===== src/rtl/dla_hld_ram_stitch_pkg.sv =====
// Shared constants and elaboration-time helpers for the N-way depth stitch.
package dla_hld_ram_stitch_pkg;

  localparam int MAX_SECTIONS = 8;

  typedef int depth_arr_t [MAX_SECTIONS];

  function automatic int stitch_clog2_min1(input int v);
    return (v <= 1) ? 1 : $clog2(v);
  endfunction

  function automatic int stitch_total_depth(input depth_arr_t d, input int n);
    int t;
    t = 0;
    for (int s = 0; s < n; s++) t += d[s];
    return t;
  endfunction

  function automatic int stitch_base(input depth_arr_t d, input int s);
    int b;
    b = 0;
    for (int i = 0; i < s; i++) b += d[i];
    return b;
  endfunction

  function automatic int stitch_max_addr_width(input depth_arr_t d, input int n);
    int w;
    w = 1;
    for (int s = 0; s < n; s++)
      if (stitch_clog2_min1(d[s]) > w) w = stitch_clog2_min1(d[s]);
    return w;
  endfunction

  // One code beyond the last section index encodes "no section hit".
  function automatic int stitch_sel_width(input int n);
    return (n < 1) ? 1 : $clog2(n + 1);
  endfunction

endpackage


===== src/rtl/dla_hld_ram_stitch_port.sv =====
// One logical RAM port: address decode into sections, latency-matched select/valid pipeline,
// readdata mux and sticky out-of-range flag.
module dla_hld_ram_stitch_port
  import dla_hld_ram_stitch_pkg::*;
#(
  parameter int         NUM_SECTIONS      = 4,
  parameter depth_arr_t SECTION_DEPTH     = '{512, 512, 512, 256, 0, 0, 0, 0},
  parameter int         WIDTH             = 32,
  parameter int         REGISTER_ADDRESS  = 1,
  parameter int         REGISTER_READDATA = 1,
  localparam int        DEPTH             = stitch_total_depth(SECTION_DEPTH, NUM_SECTIONS),
  localparam int        ADDR              = stitch_clog2_min1(DEPTH),
  localparam int        SEC_ADDR          = stitch_max_addr_width(SECTION_DEPTH, NUM_SECTIONS),
  localparam int        SEL_W             = stitch_sel_width(NUM_SECTIONS)
) (
  input  logic                             clock,
  input  logic                             reset,
  input  logic                             error_clear,
  input  logic [ADDR-1:0]                  address,
  input  logic                             read_enable,
  input  logic                             write,
  input  logic                             in_clock_en,
  input  logic                             out_clock_en,
  output logic [NUM_SECTIONS*SEC_ADDR-1:0] sec_address,
  output logic [NUM_SECTIONS-1:0]          sec_read_enable,
  output logic [NUM_SECTIONS-1:0]          sec_write,
  input  logic [NUM_SECTIONS*WIDTH-1:0]    sec_readdata,
  output logic [WIDTH-1:0]                 readdata,
  output logic                             readdata_valid,
  output logic                             oob_error
);

  logic [31:0]             addr_ext;
  logic [NUM_SECTIONS-1:0] hit;
  logic                    vld_p0, oob_p0;
  logic [SEL_W-1:0]        sel_p0;
  logic                    vld_p1, oob_p1;
  logic [SEL_W-1:0]        sel_p1;
  logic                    vld_p2, oob_p2;
  logic [SEL_W-1:0]        sel_p2;

  assign addr_ext = 32'(address);

  // Stage p0: combinational decode. An address below BASE wraps the offset far above any depth.
  for (genvar s = 0; s < NUM_SECTIONS; s++) begin : g_dec
    localparam int BASE = stitch_base(SECTION_DEPTH, s);
    logic [31:0] offset;
    assign offset = addr_ext - 32'(BASE);
    assign sec_address[s*SEC_ADDR +: SEC_ADDR] = SEC_ADDR'(offset);
    if (SECTION_DEPTH[s] == 0) begin : g_empty
      assign hit[s] = 1'b0;
    end else begin : g_live
      assign hit[s] = offset < 32'(SECTION_DEPTH[s]);
    end
    assign sec_write[s]       = write & hit[s];
    assign sec_read_enable[s] = read_enable & hit[s];
  end

  always_comb begin
    sel_p0 = SEL_W'(NUM_SECTIONS);
    for (int s = 0; s < NUM_SECTIONS; s++)
      if (hit[s]) sel_p0 = SEL_W'(s);
  end

  assign vld_p0 = read_enable;
  assign oob_p0 = addr_ext >= 32'(DEPTH);

  // Stage p1: mirrors the physical address register.
  if (REGISTER_ADDRESS != 0) begin : g_addr_reg
    always_ff @(posedge clock or posedge reset) begin
      if (reset) begin
        vld_p1 <= 1'b0;
        oob_p1 <= 1'b0;
        sel_p1 <= '0;
      end else if (in_clock_en) begin
        vld_p1 <= vld_p0;
        oob_p1 <= oob_p0;
        sel_p1 <= sel_p0;
      end
    end
  end else begin : g_addr_pass
    assign vld_p1 = vld_p0;
    assign oob_p1 = oob_p0;
    assign sel_p1 = sel_p0;
  end

  // Stage p2: mirrors the physical readdata register.
  if (REGISTER_READDATA != 0) begin : g_data_reg
    always_ff @(posedge clock or posedge reset) begin
      if (reset) begin
        vld_p2 <= 1'b0;
        oob_p2 <= 1'b0;
        sel_p2 <= '0;
      end else if (out_clock_en) begin
        vld_p2 <= vld_p1;
        oob_p2 <= oob_p1;
        sel_p2 <= sel_p1;
      end
    end
  end else begin : g_data_pass
    logic unused_out_clock_en;
    assign unused_out_clock_en = out_clock_en;
    assign vld_p2 = vld_p1;
    assign oob_p2 = oob_p1;
    assign sel_p2 = sel_p1;
  end

  always_comb begin
    readdata = '0;
    if (vld_p2 && !oob_p2)
      for (int s = 0; s < NUM_SECTIONS; s++)
        if (sel_p2 == SEL_W'(s)) readdata = sec_readdata[s*WIDTH +: WIDTH];
  end

  assign readdata_valid = vld_p2;

  // A new out-of-range access outranks a simultaneous clear.
  always_ff @(posedge clock or posedge reset) begin
    if (reset)
      oob_error <= 1'b0;
    else if (in_clock_en && (write || read_enable) && oob_p0)
      oob_error <= 1'b1;
    else if (error_clear)
      oob_error <= 1'b0;
  end

endmodule


===== src/rtl/dla_hld_ram_generic_n_way_depth_stitch.sv =====
// Logical true-dual-port RAM stitched in depth from NUM_SECTIONS physical sections of arbitrary depth.
// SECTION_DEPTH entries at index >= NUM_SECTIONS are ignored.
module dla_hld_ram_generic_n_way_depth_stitch
  import dla_hld_ram_stitch_pkg::*;
#(
  parameter int         NUM_SECTIONS        = 4,
  parameter depth_arr_t SECTION_DEPTH       = '{512, 512, 512, 256, 0, 0, 0, 0},
  parameter int         WIDTH               = 32,
  parameter int         REGISTER_A_ADDRESS  = 1,
  parameter int         REGISTER_B_ADDRESS  = 1,
  parameter int         REGISTER_A_READDATA = 1,
  parameter int         REGISTER_B_READDATA = 1,
  localparam int        DEPTH               = stitch_total_depth(SECTION_DEPTH, NUM_SECTIONS),
  localparam int        ADDR                = stitch_clog2_min1(DEPTH),
  localparam int        SEC_ADDR            = stitch_max_addr_width(SECTION_DEPTH, NUM_SECTIONS)
) (
  input  logic                             clock,
  input  logic                             reset,
  input  logic                             error_clear,
  input  logic [ADDR-1:0]                  a_address,
  input  logic                             a_read_enable,
  input  logic                             a_write,
  input  logic                             a_in_clock_en,
  input  logic                             a_out_clock_en,
  output logic [NUM_SECTIONS*SEC_ADDR-1:0] sec_a_address,
  output logic [NUM_SECTIONS-1:0]          sec_a_read_enable,
  output logic [NUM_SECTIONS-1:0]          sec_a_write,
  input  logic [NUM_SECTIONS*WIDTH-1:0]    sec_a_readdata,
  output logic [WIDTH-1:0]                 a_readdata,
  output logic                             a_readdata_valid,
  output logic                             a_oob_error,
  input  logic [ADDR-1:0]                  b_address,
  input  logic                             b_read_enable,
  input  logic                             b_write,
  input  logic                             b_in_clock_en,
  input  logic                             b_out_clock_en,
  output logic [NUM_SECTIONS*SEC_ADDR-1:0] sec_b_address,
  output logic [NUM_SECTIONS-1:0]          sec_b_read_enable,
  output logic [NUM_SECTIONS-1:0]          sec_b_write,
  input  logic [NUM_SECTIONS*WIDTH-1:0]    sec_b_readdata,
  output logic [WIDTH-1:0]                 b_readdata,
  output logic                             b_readdata_valid,
  output logic                             b_oob_error
);

  dla_hld_ram_stitch_port #(
    .NUM_SECTIONS      (NUM_SECTIONS),
    .SECTION_DEPTH     (SECTION_DEPTH),
    .WIDTH             (WIDTH),
    .REGISTER_ADDRESS  (REGISTER_A_ADDRESS),
    .REGISTER_READDATA (REGISTER_A_READDATA)
  ) u_port_a (
    .clock           (clock),
    .reset           (reset),
    .error_clear     (error_clear),
    .address         (a_address),
    .read_enable     (a_read_enable),
    .write           (a_write),
    .in_clock_en     (a_in_clock_en),
    .out_clock_en    (a_out_clock_en),
    .sec_address     (sec_a_address),
    .sec_read_enable (sec_a_read_enable),
    .sec_write       (sec_a_write),
    .sec_readdata    (sec_a_readdata),
    .readdata        (a_readdata),
    .readdata_valid  (a_readdata_valid),
    .oob_error       (a_oob_error)
  );

  dla_hld_ram_stitch_port #(
    .NUM_SECTIONS      (NUM_SECTIONS),
    .SECTION_DEPTH     (SECTION_DEPTH),
    .WIDTH             (WIDTH),
    .REGISTER_ADDRESS  (REGISTER_B_ADDRESS),
    .REGISTER_READDATA (REGISTER_B_READDATA)
  ) u_port_b (
    .clock           (clock),
    .reset           (reset),
    .error_clear     (error_clear),
    .address         (b_address),
    .read_enable     (b_read_enable),
    .write           (b_write),
    .in_clock_en     (b_in_clock_en),
    .out_clock_en    (b_out_clock_en),
    .sec_address     (sec_b_address),
    .sec_read_enable (sec_b_read_enable),
    .sec_write       (sec_b_write),
    .sec_readdata    (sec_b_readdata),
    .readdata        (b_readdata),
    .readdata_valid  (b_readdata_valid),
    .oob_error       (b_oob_error)
  );

endmodule


===== config.mk =====
export PLATFORM = sky130hd
export DESIGN_NAME = dla_hld_ram_generic_n_way_depth_stitch
export DESIGN_NICKNAME = d
export VERILOG_FILES = /design/src/rtl/dla_hld_ram_stitch_pkg.sv /design/src/rtl/dla_hld_ram_stitch_port.sv /design/src/rtl/dla_hld_ram_generic_n_way_depth_stitch.sv
export SDC_FILE = /design/constraint.sdc
export NUM_CORES = 1
export LEC_CHECK = 0
export CAP_MARGIN = 40
export CORE_AREA = 2 2 175 177
export DETAILED_ROUTE_END_ITERATION = 8
export DIE_AREA = 0 0 177 179
export HOLD_SLACK_MARGIN = 0.15
export SYNTH_ARGS = -nofsm -noshare
export SYNTH_HDL_FRONTEND = slang
export SYNTH_SLANG_ARGS = --single-unit
export TNS_END_PERCENT = 100

===== constraint.sdc =====
create_clock -name clock -period 1.9 [get_ports clock]
set_clock_uncertainty 0.05 [all_clocks]
set_input_delay 0.57 -clock clock [delete_from_list [all_inputs] [get_ports clock]]
set_output_delay 0.57 -clock clock [all_outputs]
set_load 0.05 [all_outputs]

==> run_results.csv <==
group,metric,value,unit
power_and_ir_drop,power_per_cell_area,610,mW/mm^2
route,drt_pre_antenna_iters,4,
clock_network,clockRootBuffer,"sky130_fd_sc_hd__clkbuf_16",
floorplan,floorplan.io_pins,445,
yosys,yosysWarningCount,0,
floorplan,core-area,0.0300,sq mm
yosys,yosysUniqueCellTypes,21,
timing,final_max_slew_viol_count,0,
yosys,synth_xor_area_frac,0,
clock_network,hold_fix_buffers_at_cts,0,
yosys,combinational_family_with_the_most_area_after_synthesis,"multiplexers",
power_and_ir_drop,power,6.22,mW
critical_path,critical_path.max_fanout,26,
grt,maximum_number_of_pins_on_one_net_before_global_route_repair,39,
floorplan,chipHeight,179,microns
yosys,synth_compound_gate_area_share,0.135,
route,viasPerCell,4.01,
power_and_ir_drop,power.share.clock,0.077,
critical_path,cp-end-kind,"primary output",
power_and_ir_drop,power.static_leakage,3.72,nW
yosys,post_synth_and_or_nand_nor_area_fraction,0.226,
run,cap_violations,0,
yosys,ys_ff_latch,22,
grt,gr-usage-all-layers,0.118,
grt,grt_remaining_overflow,0,
critical_path,cp.arrival,1810,ps
timing,timing.setup.tns,-28650,ps
timing,slew_headroom,0.793,
timing,fmax,411,MHz
layout,synthToLayoutAreaGrowth,193,%
route,route.detailed.wl_per_inst,17.6,microns
layout,drive_gt1_frac,0.565,
outcome,run_status,"finished, violations left",
grt,antenna_found_initial,0,
layout,nFillCells,2966,
yosys,synthAdderAreaFrac,0,
critical_path,timing.critical_path.from_type,"flop",
route,vias,4775,
power_and_ir_drop,power_switching_share,0.460,
placed_design,port_buffers,364,
yosys,avgSynthCellArea,7.59,sq um
timing,worst_slew_pin_slew,310,ps
yosys,synth_top_area_cell,"sky130_fd_sc_hd__mux2_2",
timing,final-hold-violation-count,0,
timing,finalSetupViolations,64,
outcome,failed_checks,"negative setup slack",
placed_design,dp.final_hpwl,15500,microns
power_and_ir_drop,p_sw,2.86,mW
placed_design,gp_congestion,0.767,
yosys,post_synth_edffs,0,
layout,insertedDiodeCount,0,
timing,final.period_utilization,1.28,
clock_network,cts-buffers-inserted,3,
route,detail-route-antenna-nets,0,
timing,rsz0062_at_grt,"true",
yosys,synth.yosys.seq_area_share,0.158,
power_and_ir_drop,power.share.sequential,0.090,
yosys,dominant_synthesized_flop_cell,"sky130_fd_sc_hd__dfrtp_1",
yosys,postSynthCellCount,459,
floorplan,die-width,177,microns
yosys,synth_async_sr_flop_share,1.00,
clock_network,clock_tree_from_tritoncts,"yes",
floorplan,die-area,0.0317,sq mm
floorplan,core.rowCount,64,
yosys,synth.top_cell.area_share,0.259,
timing,layout_min_cycle_time,2430,ps
power_and_ir_drop,ir_drop,0.265,mV
route,route.final.wire_length,20900,microns
route,detail_route.drc_violations,0,
critical_path,worstPathRequired,1280,ps
layout,final_core_util,0.340,
power_and_ir_drop,power.share.combinational,0.834,
clock_network,insertion_delay,250,ps
yosys,synth.net_count,748,
clock_network,cts.reportedPaths.clkPinSlew,60,ps
yosys,yosys-top-cells-area,"sky130_fd_sc_hd__mux2_2 (26%), sky130_fd_sc_hd__buf_4 (16%), sky130_fd_sc_hd__dfrtp_1 (16%)",
clock_network,clock_tree_buf_depth,2,
timing,timing.hold.ws,455,ps
worst_hold_path,worst_hold_path_type,"flop to flop",
grt,wire_length_of_the_first_global_routing_pass,29000,microns
timing,finalWorstSetupSlack,-535,ps
clock_network,numClockSinks,22,
floorplan,initial_core_util,0.116,
clock_network,htree_levels,1,
layout,final_net_count,1084,
critical_path,path_class,"flop to primary output",
grt,first_global_vias,4981,
yosys,muxShareOfSynthArea,0.259,
critical_path,timing.reg2reg.setup_slack,730,ps
yosys,synthTopCellsByCount,"sky130_fd_sc_hd__mux2_2 (80), sky130_fd_sc_hd__buf_4 (76), sky130_fd_sc_hd__nor2_1 (67)",
yosys,synth.cell_area,0.00348,sq mm
route,drt_first_iter_violations,104,
yosys,synth_most_common_cell,"sky130_fd_sc_hd__mux2_2",
placed_design,dp_slack,-523,ps
power_and_ir_drop,p_int,3.36,mW
==> sequential cells by signal (all words and copies together), names as in the netlist <==
signal,cells
u_port_a.sel_p1,3
u_port_a.sel_p2,3
u_port_b.sel_p1,3
u_port_b.sel_p2,3
u_port_a.oob_error,1
u_port_a.oob_p1,1
u_port_a.oob_p2,1
u_port_a.readdata_valid,1
u_port_a.vld_p1,1
u_port_b.oob_error,1
u_port_b.oob_p1,1
u_port_b.oob_p2,1
u_port_b.readdata_valid,1
u_port_b.vld_p1,1
==> per-stage QoR <==
step                      cell area, sq um  cells
final                                10200   1190
after global routing                 10200   1190
after CTS                             9930   1183
after detailed placement              8970   1166
after global placement                8970   1166
after floorplan                       4690    459
==> area by class of cell <==
cell class	instances	area [sq um]	share of cell area
flip-flops and latches	22	556	0.0545
inverters	11	41.3	0.00405
well taps	396	495	0.0486
multi-input cells	316	3810	0.374
repair buffers	441	5200	0.510
clock buffers	4	88.8	0.00871
==> cells by family after synthesis <==
logic type | Yosys count
buffers and inverters | 121
DFF | 22
AOI/OAI and AO/OA | 74
and+or+nand+nor | 162
muxes | 80
==> metal layers <==
metal | GRT usage | wire length (microns)
met1 | 0.151 | 8610
met2 | 0.199 | 10400
met3 | 0.0297 | 1640
met4 | 0.0231 | 240
met5 | 0 | 0
==> worst max-delay path, cell delays in order, from the launching register on <==
cell	delay (ps)
sky130_fd_sc_hd__dfrtp_2	430
sky130_fd_sc_hd__or3b_4	390
sky130_fd_sc_hd__buf_12	190
sky130_fd_sc_hd__buf_12	150
sky130_fd_sc_hd__o22ai_4	160
sky130_fd_sc_hd__nor3_4	70
sky130_fd_sc_hd__buf_12	150
==> power groups by stage <==
stage / logic (mW) / registers (mW) / clock network (mW)
2_1_floorplan: 2.96 / 0.571 / 0
3_3_place_gp: 4.46 / 0.554 / 0
3_5_place_dp: 4.48 / 0.556 / 0
4_1_cts: 5.05 / 0.555 / 0.491
5_1_grt: 5.41 / 0.565 / 0.510
6_report: 5.18 / 0.556 / 0.477
==> worst paths after layout <==
kind / to / startpoint / cells past startpoint
min: u_port_b.vld_p1$_DFFE_PP0P_ / u_port_b.vld_p1$_DFFE_PP0P_ / 1
max in group asynchronous: u_port_a.readdata_valid$_DFFE_PP0P_ / reset / 3
max: b_readdata[15] / u_port_b.sel_p2[0]$_DFFE_PP0P_ / 6
min in group asynchronous: u_port_b.sel_p1[0]$_DFFE_PP0P_ / reset / 3
min reg2reg: u_port_b.vld_p1$_DFFE_PP0P_ / u_port_b.vld_p1$_DFFE_PP0P_ / 1
max reg2reg: u_port_b.sel_p2[0]$_DFFE_PP0P_ / u_port_b.sel_p2[0]$_DFFE_PP0P_ / 3
==> layout by cell type, fill, tap and decap left out <==
cell type	n
sky130_fd_sc_hd__nand4_1	2
sky130_fd_sc_hd__nor2_2	17
sky130_fd_sc_hd__clkbuf_16	5
sky130_fd_sc_hd__nor3b_4	8
sky130_fd_sc_hd__buf_16	6
sky130_fd_sc_hd__nor3_4	60
sky130_fd_sc_hd__nor2_4	45
sky130_fd_sc_hd__o22ai_4	20
sky130_fd_sc_hd__mux2_4	19
sky130_fd_sc_hd__buf_2	4
sky130_fd_sc_hd__nand3b_1	2
sky130_fd_sc_hd__and3b_2	1
sky130_fd_sc_hd__nand2b_4	1
sky130_fd_sc_hd__mux2_2	61
sky130_fd_sc_hd__inv_1	11
sky130_fd_sc_hd__buf_12	71
sky130_fd_sc_hd__nand2_1	4
sky130_fd_sc_hd__dfrtp_2	4
sky130_fd_sc_hd__nand2_2	2
sky130_fd_sc_hd__nor2_1	5
sky130_fd_sc_hd__o21ai_0	8
sky130_fd_sc_hd__nand2_4	1
sky130_fd_sc_hd__clkdlybuf4s15_2	4
sky130_fd_sc_hd__clkbuf_2	2
sky130_fd_sc_hd__buf_6	52
sky130_fd_sc_hd__buf_4	38
sky130_fd_sc_hd__o22ai_2	24
sky130_fd_sc_hd__and3b_1	7
sky130_fd_sc_hd__dfrtp_1	18
sky130_fd_sc_hd__clkbuf_8	1
sky130_fd_sc_hd__o22ai_1	22
sky130_fd_sc_hd__clkdlybuf4s50_1	262
sky130_fd_sc_hd__or3b_4	2
sky130_fd_sc_hd__nand3_1	4
sky130_fd_sc_hd__nand2b_2	1
==> timing repair <==
item | in CTS | in global routing
pin swaps | 36 | 38
setup endpoints to repair | 88 | 69
gates resized for setup | 176 | 51
gates cloned | 8 | 4
buffers inserted | 6 | 6
Note: power is estimated with default switching activity, not from simulation.
